==> config.mk <==
export PLATFORM = sky130hd
export DESIGN_NAME = cpu_trace_emitter
export DESIGN_NICKNAME = d
export VERILOG_FILES = /design/src/rtl/cpu_trace_pkg.sv /design/src/rtl/cpu_trace_emitter_bin2bcd14.sv /design/src/rtl/cpu_trace_emitter.sv
export SDC_FILE = /design/constraint.sdc
export NUM_CORES = 1
export LEC_CHECK = 0
export ABC_AREA = 1
export BUFFER_PORTS_ARGS = -buffer_cell sky130_fd_sc_hd__clkbuf_2
export CAP_MARGIN = 0
export CORE_ASPECT_RATIO = 1.4
export CORE_MARGIN = 1.5
export CORE_UTILIZATION = 35
export CTS_BUF_LIST = sky130_fd_sc_hd__clkbuf_8
export CTS_CLUSTER_SIZE = 16
export DETAILED_ROUTE_END_ITERATION = 12
export HOLD_SLACK_MARGIN = 0.08
export SYNTH_ARGS = -nofsm -noshare
export SYNTH_HDL_FRONTEND = slang
export SYNTH_SLANG_ARGS = --single-unit
==> constraint.sdc <==
create_clock -name clk -period 16.7 [get_ports clk]
set_clock_uncertainty 0.15 [all_clocks]
set_input_delay 1.67 -clock clk [delete_from_list [all_inputs] [get_ports clk]]
set_output_delay 1.67 -clock clk [all_outputs]
set_load 0.05 [all_outputs]
==> src/rtl/cpu_trace_pkg.sv <==
// Shared types, ASCII constants and helpers for the CPU trace line emitter.
package cpu_trace_pkg;

  localparam int unsigned TIME_W     = 14;
  localparam int unsigned REG_W      = 5;
  localparam int unsigned WORD_W     = 32;
  localparam int unsigned HEX_DIGITS = 8;
  localparam int unsigned CNT_W      = 3;

  // Fixed characters per line; add time digits (and register digits for $ lines).
  localparam int unsigned LINE_REG_BASE = 26;
  localparam int unsigned LINE_MEM_BASE = 34;

  localparam logic [7:0] CH_CARET  = 8'h5e;
  localparam logic [7:0] CH_AT     = 8'h40;
  localparam logic [7:0] CH_COLON  = 8'h3a;
  localparam logic [7:0] CH_SPACE  = 8'h20;
  localparam logic [7:0] CH_DOLLAR = 8'h24;
  localparam logic [7:0] CH_STAR   = 8'h2a;
  localparam logic [7:0] CH_LT     = 8'h3c;
  localparam logic [7:0] CH_EQ     = 8'h3d;
  localparam logic [7:0] CH_HASH   = 8'h23;
  localparam logic [7:0] CH_ZERO   = 8'h30;
  localparam logic [7:0] CH_LA     = 8'h61;
  localparam logic [7:0] CH_UA     = 8'h41;

  typedef enum logic [3:0] {
    S_IDLE, S_CARET, S_TIME, S_AT, S_PC, S_COLON, S_SP1, S_SIGIL,
    S_OPND, S_SP2, S_LT, S_EQ, S_SP3, S_DATA, S_HASH
  } state_e;

  function automatic logic [7:0] nibble_to_ascii(input logic [3:0] nib, input logic upper);
    if (nib < 4'd10) return CH_ZERO + 8'(nib);
    return (upper ? CH_UA : CH_LA) + 8'(nib) - 8'd10;
  endfunction

  // Nibble i of a word counting from the most significant end.
  function automatic logic [3:0] nibble_at(input logic [WORD_W-1:0] w, input logic [CNT_W-1:0] i);
    return 4'(w >> (5'd28 - {i, 2'b00}));
  endfunction

endpackage

==> src/rtl/cpu_trace_emitter_bin2bcd14.sv <==
// Combinational double-dabble: 14-bit binary (<= 9999) to four BCD digits and significant-digit count.
module bin2bcd14
  import cpu_trace_pkg::*;
(
  input  logic [TIME_W-1:0] bin,
  output logic [3:0][3:0]   bcd_c,
  output logic [CNT_W-1:0]  ndig_c
);

  logic [TIME_W+15:0] sh;

  always_comb begin
    sh = {16'd0, bin};
    for (int i = 0; i < int'(TIME_W); i++) begin
      for (int d = 0; d < 4; d++) begin
        if (sh[TIME_W+4*d +: 4] >= 4'd5) sh[TIME_W+4*d +: 4] = sh[TIME_W+4*d +: 4] + 4'd3;
      end
      sh = sh << 1;
    end
    bcd_c = sh[TIME_W+15:TIME_W];
  end

  always_comb begin
    ndig_c = 3'd1;
    if (bcd_c[3] != 4'd0)      ndig_c = 3'd4;
    else if (bcd_c[2] != 4'd0) ndig_c = 3'd3;
    else if (bcd_c[1] != 4'd0) ndig_c = 3'd2;
  end

endmodule

==> src/rtl/cpu_trace_emitter.sv <==
// Serializes one write-back record per request into an ASCII trace line, one character per clock.
module cpu_trace_emitter
  import cpu_trace_pkg::*;
#(
  parameter bit          UPPER_HEX = 1'b0,
  parameter int unsigned TIME_MAX  = 9999
) (
  input  logic              clk,
  input  logic              reset,
  input  logic              start,
  input  logic              kind,
  input  logic [TIME_W-1:0] time_in,
  input  logic [WORD_W-1:0] pc_in,
  input  logic [REG_W-1:0]  reg_in,
  input  logic [WORD_W-1:0] addr_in,
  input  logic [WORD_W-1:0] data_in,
  output logic [7:0]        char,
  output logic              valid,
  output logic              ready,
  output logic              done
);

  state_e             state, state_nx;
  logic [CNT_W-1:0]   idx, idx_nx;
  logic               kind_q;
  logic [TIME_W-1:0]  time_q;
  logic [WORD_W-1:0]  pc_q, addr_q, data_q;
  logic [REG_W-1:0]   reg_q;
  logic [CNT_W-1:0]   td_q, rd_q;

  logic               accept_c;
  logic [TIME_W-1:0]  time_clamp_c, conv_in_c;
  logic [3:0][3:0]    tbcd_c;
  logic [CNT_W-1:0]   tdig_c;
  logic [1:0]         tpos_c;
  logic [3:0]         reg_tens_c, reg_ones_c;
  logic [7:0]         char_nx;

  assign accept_c     = start && ready;
  assign time_clamp_c = (time_in > TIME_W'(TIME_MAX)) ? TIME_W'(TIME_MAX) : time_in;

  // Digits are never needed in the accept cycle (next char is '^'), so the
  // converter is borrowed then to size the incoming time field.
  assign conv_in_c = accept_c ? time_clamp_c : time_q;

  bin2bcd14 u_bin2bcd14 (
    .bin    (conv_in_c),
    .bcd_c  (tbcd_c),
    .ndig_c (tdig_c)
  );

  always_comb begin
    reg_tens_c = 4'd0;
    if (reg_q >= 5'd30)      reg_tens_c = 4'd3;
    else if (reg_q >= 5'd20) reg_tens_c = 4'd2;
    else if (reg_q >= 5'd10) reg_tens_c = 4'd1;
    reg_ones_c = 4'(reg_q - 5'(reg_tens_c) * 5'd10);
  end

  // Next state and digit index; idx restarts at 0 whenever a field ends.
  always_comb begin
    state_nx = state;
    idx_nx   = '0;
    case (state)
      S_IDLE:  if (accept_c) state_nx = S_CARET;
      S_CARET: state_nx = S_TIME;
      S_TIME:  if (idx == 3'(td_q - 3'd1)) state_nx = S_AT;
               else idx_nx = idx + 3'd1;
      S_AT:    state_nx = S_PC;
      S_PC:    if (idx == 3'(HEX_DIGITS - 1)) state_nx = S_COLON;
               else idx_nx = idx + 3'd1;
      S_COLON: state_nx = S_SP1;
      S_SP1:   state_nx = S_SIGIL;
      S_SIGIL: state_nx = S_OPND;
      S_OPND:  if (idx == (kind_q ? 3'(HEX_DIGITS - 1) : 3'(rd_q - 3'd1))) state_nx = S_SP2;
               else idx_nx = idx + 3'd1;
      S_SP2:   state_nx = S_LT;
      S_LT:    state_nx = S_EQ;
      S_EQ:    state_nx = S_SP3;
      S_SP3:   state_nx = S_DATA;
      S_DATA:  if (idx == 3'(HEX_DIGITS - 1)) state_nx = S_HASH;
               else idx_nx = idx + 3'd1;
      S_HASH:  state_nx = accept_c ? S_CARET : S_IDLE;
      default: state_nx = S_IDLE;
    endcase
  end

  // Character shown in the state being entered.
  always_comb begin
    char_nx = 8'h00;
    tpos_c  = 2'(td_q - 3'd1 - idx_nx);
    case (state_nx)
      S_CARET: char_nx = CH_CARET;
      S_TIME:  char_nx = CH_ZERO + 8'(tbcd_c[tpos_c]);
      S_AT:    char_nx = CH_AT;
      S_PC:    char_nx = nibble_to_ascii(nibble_at(pc_q, idx_nx), UPPER_HEX);
      S_COLON: char_nx = CH_COLON;
      S_SP1, S_SP2, S_SP3: char_nx = CH_SPACE;
      S_SIGIL: char_nx = kind_q ? CH_STAR : CH_DOLLAR;
      S_OPND:  begin
        if (kind_q) char_nx = nibble_to_ascii(nibble_at(addr_q, idx_nx), UPPER_HEX);
        else if (rd_q == 3'd2 && idx_nx == 3'd0) char_nx = CH_ZERO + 8'(reg_tens_c);
        else char_nx = CH_ZERO + 8'(reg_ones_c);
      end
      S_LT:    char_nx = CH_LT;
      S_EQ:    char_nx = CH_EQ;
      S_DATA:  char_nx = nibble_to_ascii(nibble_at(data_q, idx_nx), UPPER_HEX);
      S_HASH:  char_nx = CH_HASH;
      default: char_nx = 8'h00;
    endcase
  end

  always_ff @(posedge clk) begin
    if (reset) begin
      state  <= S_IDLE;
      idx    <= '0;
      char   <= 8'h00;
      valid  <= 1'b0;
      ready  <= 1'b1;
      done   <= 1'b0;
      kind_q <= 1'b0;
      time_q <= '0;
      pc_q   <= '0;
      reg_q  <= '0;
      addr_q <= '0;
      data_q <= '0;
      td_q   <= 3'd1;
      rd_q   <= 3'd1;
    end else begin
      state <= state_nx;
      idx   <= idx_nx;
      char  <= char_nx;
      valid <= (state_nx != S_IDLE);
      ready <= (state_nx == S_IDLE) || (state_nx == S_HASH);
      done  <= (state_nx == S_HASH);
      if (accept_c) begin
        kind_q <= kind;
        time_q <= time_clamp_c;
        pc_q   <= pc_in;
        reg_q  <= reg_in;
        addr_q <= addr_in;
        data_q <= data_in;
        td_q   <= tdig_c;
        rd_q   <= (reg_in >= 5'd10) ? 3'd2 : 3'd1;
      end
    end
  end

endmodule

### Yosys cells after proc, flatten, opt, wreduce, memory -nomap -nowiden

Index checks and enable logic that the tools add are counted.

| storage, ports and cells | value |
|---|---|
| word-level logic and storage cells | 267 |
| bits of input ports | 119 |
| register bits | 140 |

| operators by class | value |
|---|---|
| reductions and logical operators | 12 |
| multiply operators | 1 |
| equal/unequal tests | 32 |
| shifts and indexed selects | 3 |
| add/subtract/negate cells | 64 |
| multiplexer cells | 86 |
| magnitude comparators | 55 |

Operators by type and width:

| operator | number |
|---|---|
| 4-bit by 3-bit >= comparator with 1-bit output, second input constant | 42 |
| 4-bit 2-to-1 mux | 42 |
| 4-bit by 2-bit adder with 4-bit output, second input constant | 33 |
| 8-bit case mux with 12 select lines | 1 |
| 32-bit by 5-bit >> shifter with 4-bit output | 3 |
| 4-bit case mux with 15 select lines | 1 |
| 4-bit equality test, second input constant | 14 |
| 8-bit 2-to-1 mux | 7 |
| 3-bit 2-to-1 mux | 17 |
| 6-bit by 4-bit adder with 7-bit output, first input constant | 6 |
| 4-bit by 3-bit equality test with 1-bit output, second input constant | 8 |
| 14-bit 2-to-1 mux | 2 |
| 3-bit by 2-bit adder with 3-bit output, second input constant | 9 |
| 7-bit by 4-bit adder with 8-bit output, first input constant | 3 |
| 8-bit by 4-bit subtractor with 8-bit output, second input constant | 3 |
| 4-bit by 2-bit equality test with 1-bit output, second input constant | 4 |
| 4-bit nonzero test | 4 |
| 14-bit > comparator, second input constant | 1 |
| 4-bit less-than comparator, second input constant | 3 |
| 5-bit by 4-bit >= comparator with 1-bit output, second input constant | 2 |
| 5-bit >= comparator, second input constant | 2 |
| 1-bit by 2-bit adder with 3-bit output, second input constant | 3 |
| 1-bit by 3-bit >= comparator with 1-bit output, second input constant | 3 |
| 1-bit 2-to-1 mux | 9 |
| 23 further kinds | 31 |

### Depth between registers and ports, before layout

| depth | value |
|---|---|
| word-level depth | 33 |
| mapped depth | 70 |
| depth with buffers taken out | 70 |

### By module

Synthesis repeated with hierarchy kept, for this count alone.

| second synthesis, totals | value |
|---|---|
| cells, all modules | 1560 |
| area total of the unflattened synthesis | 9816.9 sq um |

By module, submodules not included:

| module | instances | seq. area each (sq um) | cells an instance | area an instance (sq um) |
|---|---|---|---|---|
| cpu_trace_emitter | 1 | 2762.6 | 1050 | 7158.1 |
| bin2bcd14 | 1 | 0.0 | 510 | 2658.8 |

### Worst setup path after synthesis

No wires, ideal clock.

| timing | value |
|---|---|
| path kind | in2reg |
| start | in start |
| end | reg td_q[1] |
| slack | 7.705 ns |
| data arrival time | 8.779 ns |
| library setup time | 0.066 ns |
| path buffers | 0 |
| stages | 63 |
| cells stage by stage | nand2_4 -> nand2_2 -> nand2_2 -> nand3_2 -> o21ai_1 -> inv_1 -> ha_1 -> or2_2 -> nand3_2 -> nand2_2 -> inv_2 -> nand2_1 -> nand2_1 -> inv_1 -> ha_1 -> nor2_1 -> o211ai_1 -> nand2_1 -> [27 not listed] -> nand3_2 -> nand2_2 -> nand2_1 -> nand2_1 -> inv_1 -> ha_1 -> inv_1 -> o21ai_0 -> xnor2_1 -> inv_1 -> ha_1 -> a21oi_1 -> nand3_1 -> nand2_1 -> nand3_1 -> nor2_2 -> nand2_1 -> a21oi_2 |

| on the way | value |
|---|---|
| longest elaborated chain between the ends | 32 |
| elaborated cells between the ends (all ways) | 137 |

RTL lines:

| element | line | source |
|---|---|---|
| from (decl) | cpu_trace_emitter.sv:10 | `input logic start,` |
| 1-bit logical AND (*) | cpu_trace_emitter.sv:39 | `assign accept_c = start && ready;` |
| 14-bit 2-to-1 mux | - |  |
| 1-bit by 3-bit >= comparator with 1-bit output / 1-bit by 2-bit adder with 3-bit output (equally long branches) | cpu_trace_emitter_bin2bcd14.sv:16 | `if (sh[TIME_W+4*d +: 4] >= 4'd5) sh[TIME_W+4*d +: 4] = sh[TIME_W+4*d +: 4] + 4'd3;` |
| 3-bit 2-to-1 mux | cpu_trace_emitter_bin2bcd14.sv:16 |  |
| 4-bit by 2-bit adder with 4-bit output / 4-bit by 3-bit >= comparator with 1-bit output (equally long branches) | cpu_trace_emitter_bin2bcd14.sv:16 |  |
| 4-bit 2-to-1 mux | cpu_trace_emitter_bin2bcd14.sv:16 |  |
| 4-bit by 2-bit adder with 4-bit output / 4-bit by 3-bit >= comparator with 1-bit output (equally long branches) | cpu_trace_emitter_bin2bcd14.sv:16 |  |
| 4-bit 2-to-1 mux | cpu_trace_emitter_bin2bcd14.sv:16 |  |
| [16 not listed] | - |  |
| 4-bit by 2-bit adder with 4-bit output / 4-bit by 3-bit >= comparator with 1-bit output (equally long branches) | cpu_trace_emitter_bin2bcd14.sv:16 |  |
| 4-bit 2-to-1 mux | cpu_trace_emitter_bin2bcd14.sv:16 |  |
| 4-bit by 2-bit adder with 4-bit output / 4-bit by 3-bit >= comparator with 1-bit output (equally long branches) | cpu_trace_emitter_bin2bcd14.sv:16 |  |
| 4-bit 2-to-1 mux | cpu_trace_emitter_bin2bcd14.sv:16 |  |
| 4-bit nonzero test | cpu_trace_emitter_bin2bcd14.sv:27 | `else if (bcd_c[1] != 4'd0) ndig_c = 3'd2;` |
| 2-bit 2-to-1 mux | cpu_trace_emitter_bin2bcd14.sv:27 |  |
| 3-bit 2-to-1 mux | cpu_trace_emitter_bin2bcd14.sv:26 | `else if (bcd_c[2] != 4'd0) ndig_c = 3'd3;` |
| 3-bit 2-to-1 mux | cpu_trace_emitter_bin2bcd14.sv:25 | `if (bcd_c[3] != 4'd0) ndig_c = 3'd4;` |
| to (signal assigned) | cpu_trace_emitter.sv:143 | `td_q <= tdig_c;` |
| to (decl) | cpu_trace_emitter.sv:29 | `logic [CNT_W-1:0] td_q, rd_q;` |

Every way passes the cells marked *; elsewhere a longest branch is shown, timed or not.
A chain may end at the register's enable or synchronous reset.

### Worst setup path in the final report

Ends and elaborated chain as after synthesis.

==> impl_metrics.yaml <==
setup_path:
  regToRegStartpoint: "ready"
  crit_path_frequent_cell: "nand2_1"
  r2r-end: "td_q[1]"
  cp-start-kind: "input port"
  crit_type: "input port to flip-flop"
  cp_slowest_stage_delay_ns: 0.70
  startpoint: "start"
  r2r_slack_ns: 7.06
  crit_path_max_fanout: 95
  ff2ff_path_depth: 64
  cp-endpoint: "td_q[1]"
  cp.arrival_ns: 10.84
  critPathCaptureType: "flip-flop"
  crit_slowest_cell: "buf_4"
  required_ns: 16.93
timing:
  fmax_mhz: 94.3
  relSlewSlack_pct: 37.7
  hold_violations: 0
  period_share_pct: 63.5
  final_max_slew_viol_count: 0
  worst_pin_slew_ns: 0.934
  finalSetupViolCount: 0
  min_period_ns: 10.61
  setup_tns_ns: 0
  grt_setup_unrepaired: "false"
finish:
  nets: 1712
  layout_common_cells: "nor2_1, nand2_1, o21ai_0"
  mostFrequentLayoutCell: "nor2_1"
  syn_to_final_growth_pct: 13.8
  fillers: 2807
  layout-drive-gt1-share_pct: 18.3
  insertedDiodeCount: 0
logic_synthesis:
  yosysWarningCount: 0
  synth_nets: 1615
  yosysUniqueCellTypes: 52
  synth-seq-cells: 138
  synthCells: 1463
  avgSynthCellArea_sq_um: 6.38
  synth.cell_area_sq_um: 9340
  yosysSeqAreaShare_pct: 29.6
clocking:
  cts.sinks: 138
  cts_max_path_buffers: 2
  cts_htree_levels: 4
  cts_buffers: 17
  hold_buffers: 0
  cts_resized: 0
  clkTransAtPathRegs_ns: 0.08
  cts_tree: "built"
  post_cts_buffers: 0
  cts-root-buf: "clkbuf_8"
  clkLatencyLatePin_ns: 0.46
global_routing:
  antenna_found_initial: 0
  grt_max_degree: 96
  grt_pass1_wl_um: 41000
  grt_overflow_total: 0
  grt_pass1_vias: 9009
  grt_usage_pct: 18.3
floorplan:
  start_util_pct: 35.7
  core_region_area_sq_um: 26200
  row_count: 70
  die_w_um: 141
  dieArea_sq_um: 27700
  die_h_um: 196
  ios: 130
hold_path:
  hold_class: "flip-flop to flip-flop"
  worstHoldStart: "data_q[23]"
placement:
  dp_hpwl_um: 18800
  io_buffers: 128
  gp_congestion: 0.884
detailed_routing:
  drt-initial-drc-count: 330
  viasPerCell: 4.97
  wire_per_inst_um: 13.2
  drc: 0
  wl_um: 25000
  vias: 9413
  drt_pass1_iterations: 5
  antenna_left: 0
outcome:
  outcome: "finished clean"
run:
  drv_cap: 0
==> per-layer routing <==
metal | wire length, um | global-route usage [%] | up-vias | share of wire [%]
met5 | 0 | 0 | - | 0
met4 | 496 | 6.60 | 0 | 2.0
met3 | 841 | 2.71 | 28 | 3.4
met2 | 13000 | 34.8 | 169 | 52
met1 | 10700 | 20.5 | 4269 | 43
li1 | - | - | 4947 | -
==> sequential cells by signal (all words and copies together), names as in the netlist <==
name,cells
char,7
pc_q,32
valid,1
rd_q,2
idx,3
done,1
reg_q,5
ready,1
addr_q,32
kind_q,1
data_q,32
td_q,3
time_q,14
state,4
==> logic make-up (layout without fill, tap and decap cells) <==
logic type,Yosys count,in the layout,share of synthesized area (%)
buffers and inverters,235,343,9.84
AOI/OAI and AO/OA,309,309,18.5
xor gates and xnor gates,18,18,1.92
and+or+nand+nor,729,729,35.6
other,1,1,0.0402
adders and majority gates,33,33,4.50
DFF,138,138,29.6
==> Yosys cell counts, drive strengths merged <==
cell / number / area (sq um)
o21ai: 187 / 955
nand3b: 7 / 52.6
o2111ai: 5 / 43.8
or2: 4 / 25.0
o22ai: 10 / 62.6
a31o: 1 / 8.76
xnor3: 1 / 22.5
clkinv: 2 / 7.51
inv: 175 / 659
xor2: 11 / 96.3
and2: 2 / 12.5
a32o: 1 / 10.0
a221oi: 2 / 17.5
clkbuf: 48 / 180
a21o: 1 / 7.51
a22oi: 1 / 7.51
a211oi: 1 / 7.51
a21oi: 57 / 293
nor3: 5 / 25.0
buf: 10 / 71.3
a31oi: 15 / 93.8
nand2: 310 / 1420
conb: 1 / 3.75
nand4: 12 / 75.1
o221ai: 7 / 61.3
nand3: 112 / 666
o31ai: 2 / 15.0
nor2: 275 / 1030
o32a: 1 / 10.0
a311oi: 1 / 8.76
xnor2: 6 / 60.1
ha: 32 / 400
fa: 1 / 20.0
o21a: 2 / 15.0
dfxtp: 138 / 2760
o311ai: 1 / 8.76
nor4: 2 / 12.5
o211ai: 13 / 97.6
o22a: 1 / 8.76
==> cell type report <==
class                           count  area [sq um]  area share (%)
Clock buffer                       18           248            2.33
Clock inverter                     12           176            1.66
Inverter                          177           667            6.28
Multi-Input combinational cell   1090          5670            53.3
Sequential cell                   138          2760            26.0
Tap cell                          324           405            3.81
Timing Repair Buffer              136           701            6.59
==> worst min path at each step <==
stage                      end  slack (ns)  cells past startpoint
floorplan           addr_q[22]        0.27                      2
global placement    data_q[23]        0.28                      2
detailed placement  data_q[23]        0.29                      2
CTS                 data_q[23]        0.30                      2
global route        data_q[30]        0.31                      2
finish              data_q[23]        0.30                      2
==> worst max-delay path: cells and delay by family <==
| kind | cells | cell delay (ns) |
|---|---|---|
| AND/OR/NAND/NOR | 33 | 3.98 |
| AO/OA/AOI/OAI | 9 | 1.82 |
| buffers and inverters | 13 | 1.58 |
| adder cells (fa/ha/maj) | 9 | 1.58 |
| XOR/XNOR | 1 | 0.17 |
==> through the flow <==
step | cell area (sq um) | util (%) | hold WS (ns) | cells | setup slack, ns
6_report | 10600 | 40.6 | 0.301 | 1895 | 6.09
5_1_grt | 10600 | 40.6 | 0.313 | 1895 | 4.85
4_1_cts | 10600 | 40.6 | 0.303 | 1895 | 6.11
3_5_place_dp | 10200 | 39.0 | 0.290 | 1865 | 5.64
3_3_place_gp | 10200 | 39.0 | 0.283 | 1865 | 6.09
2_1_floorplan | 9340 | - | 0.271 | 1463 | 7.70
Power is left out: the tool's default activity adds up to more than one toggle a clock period on the data nets, which glitch-free logic cannot reach.
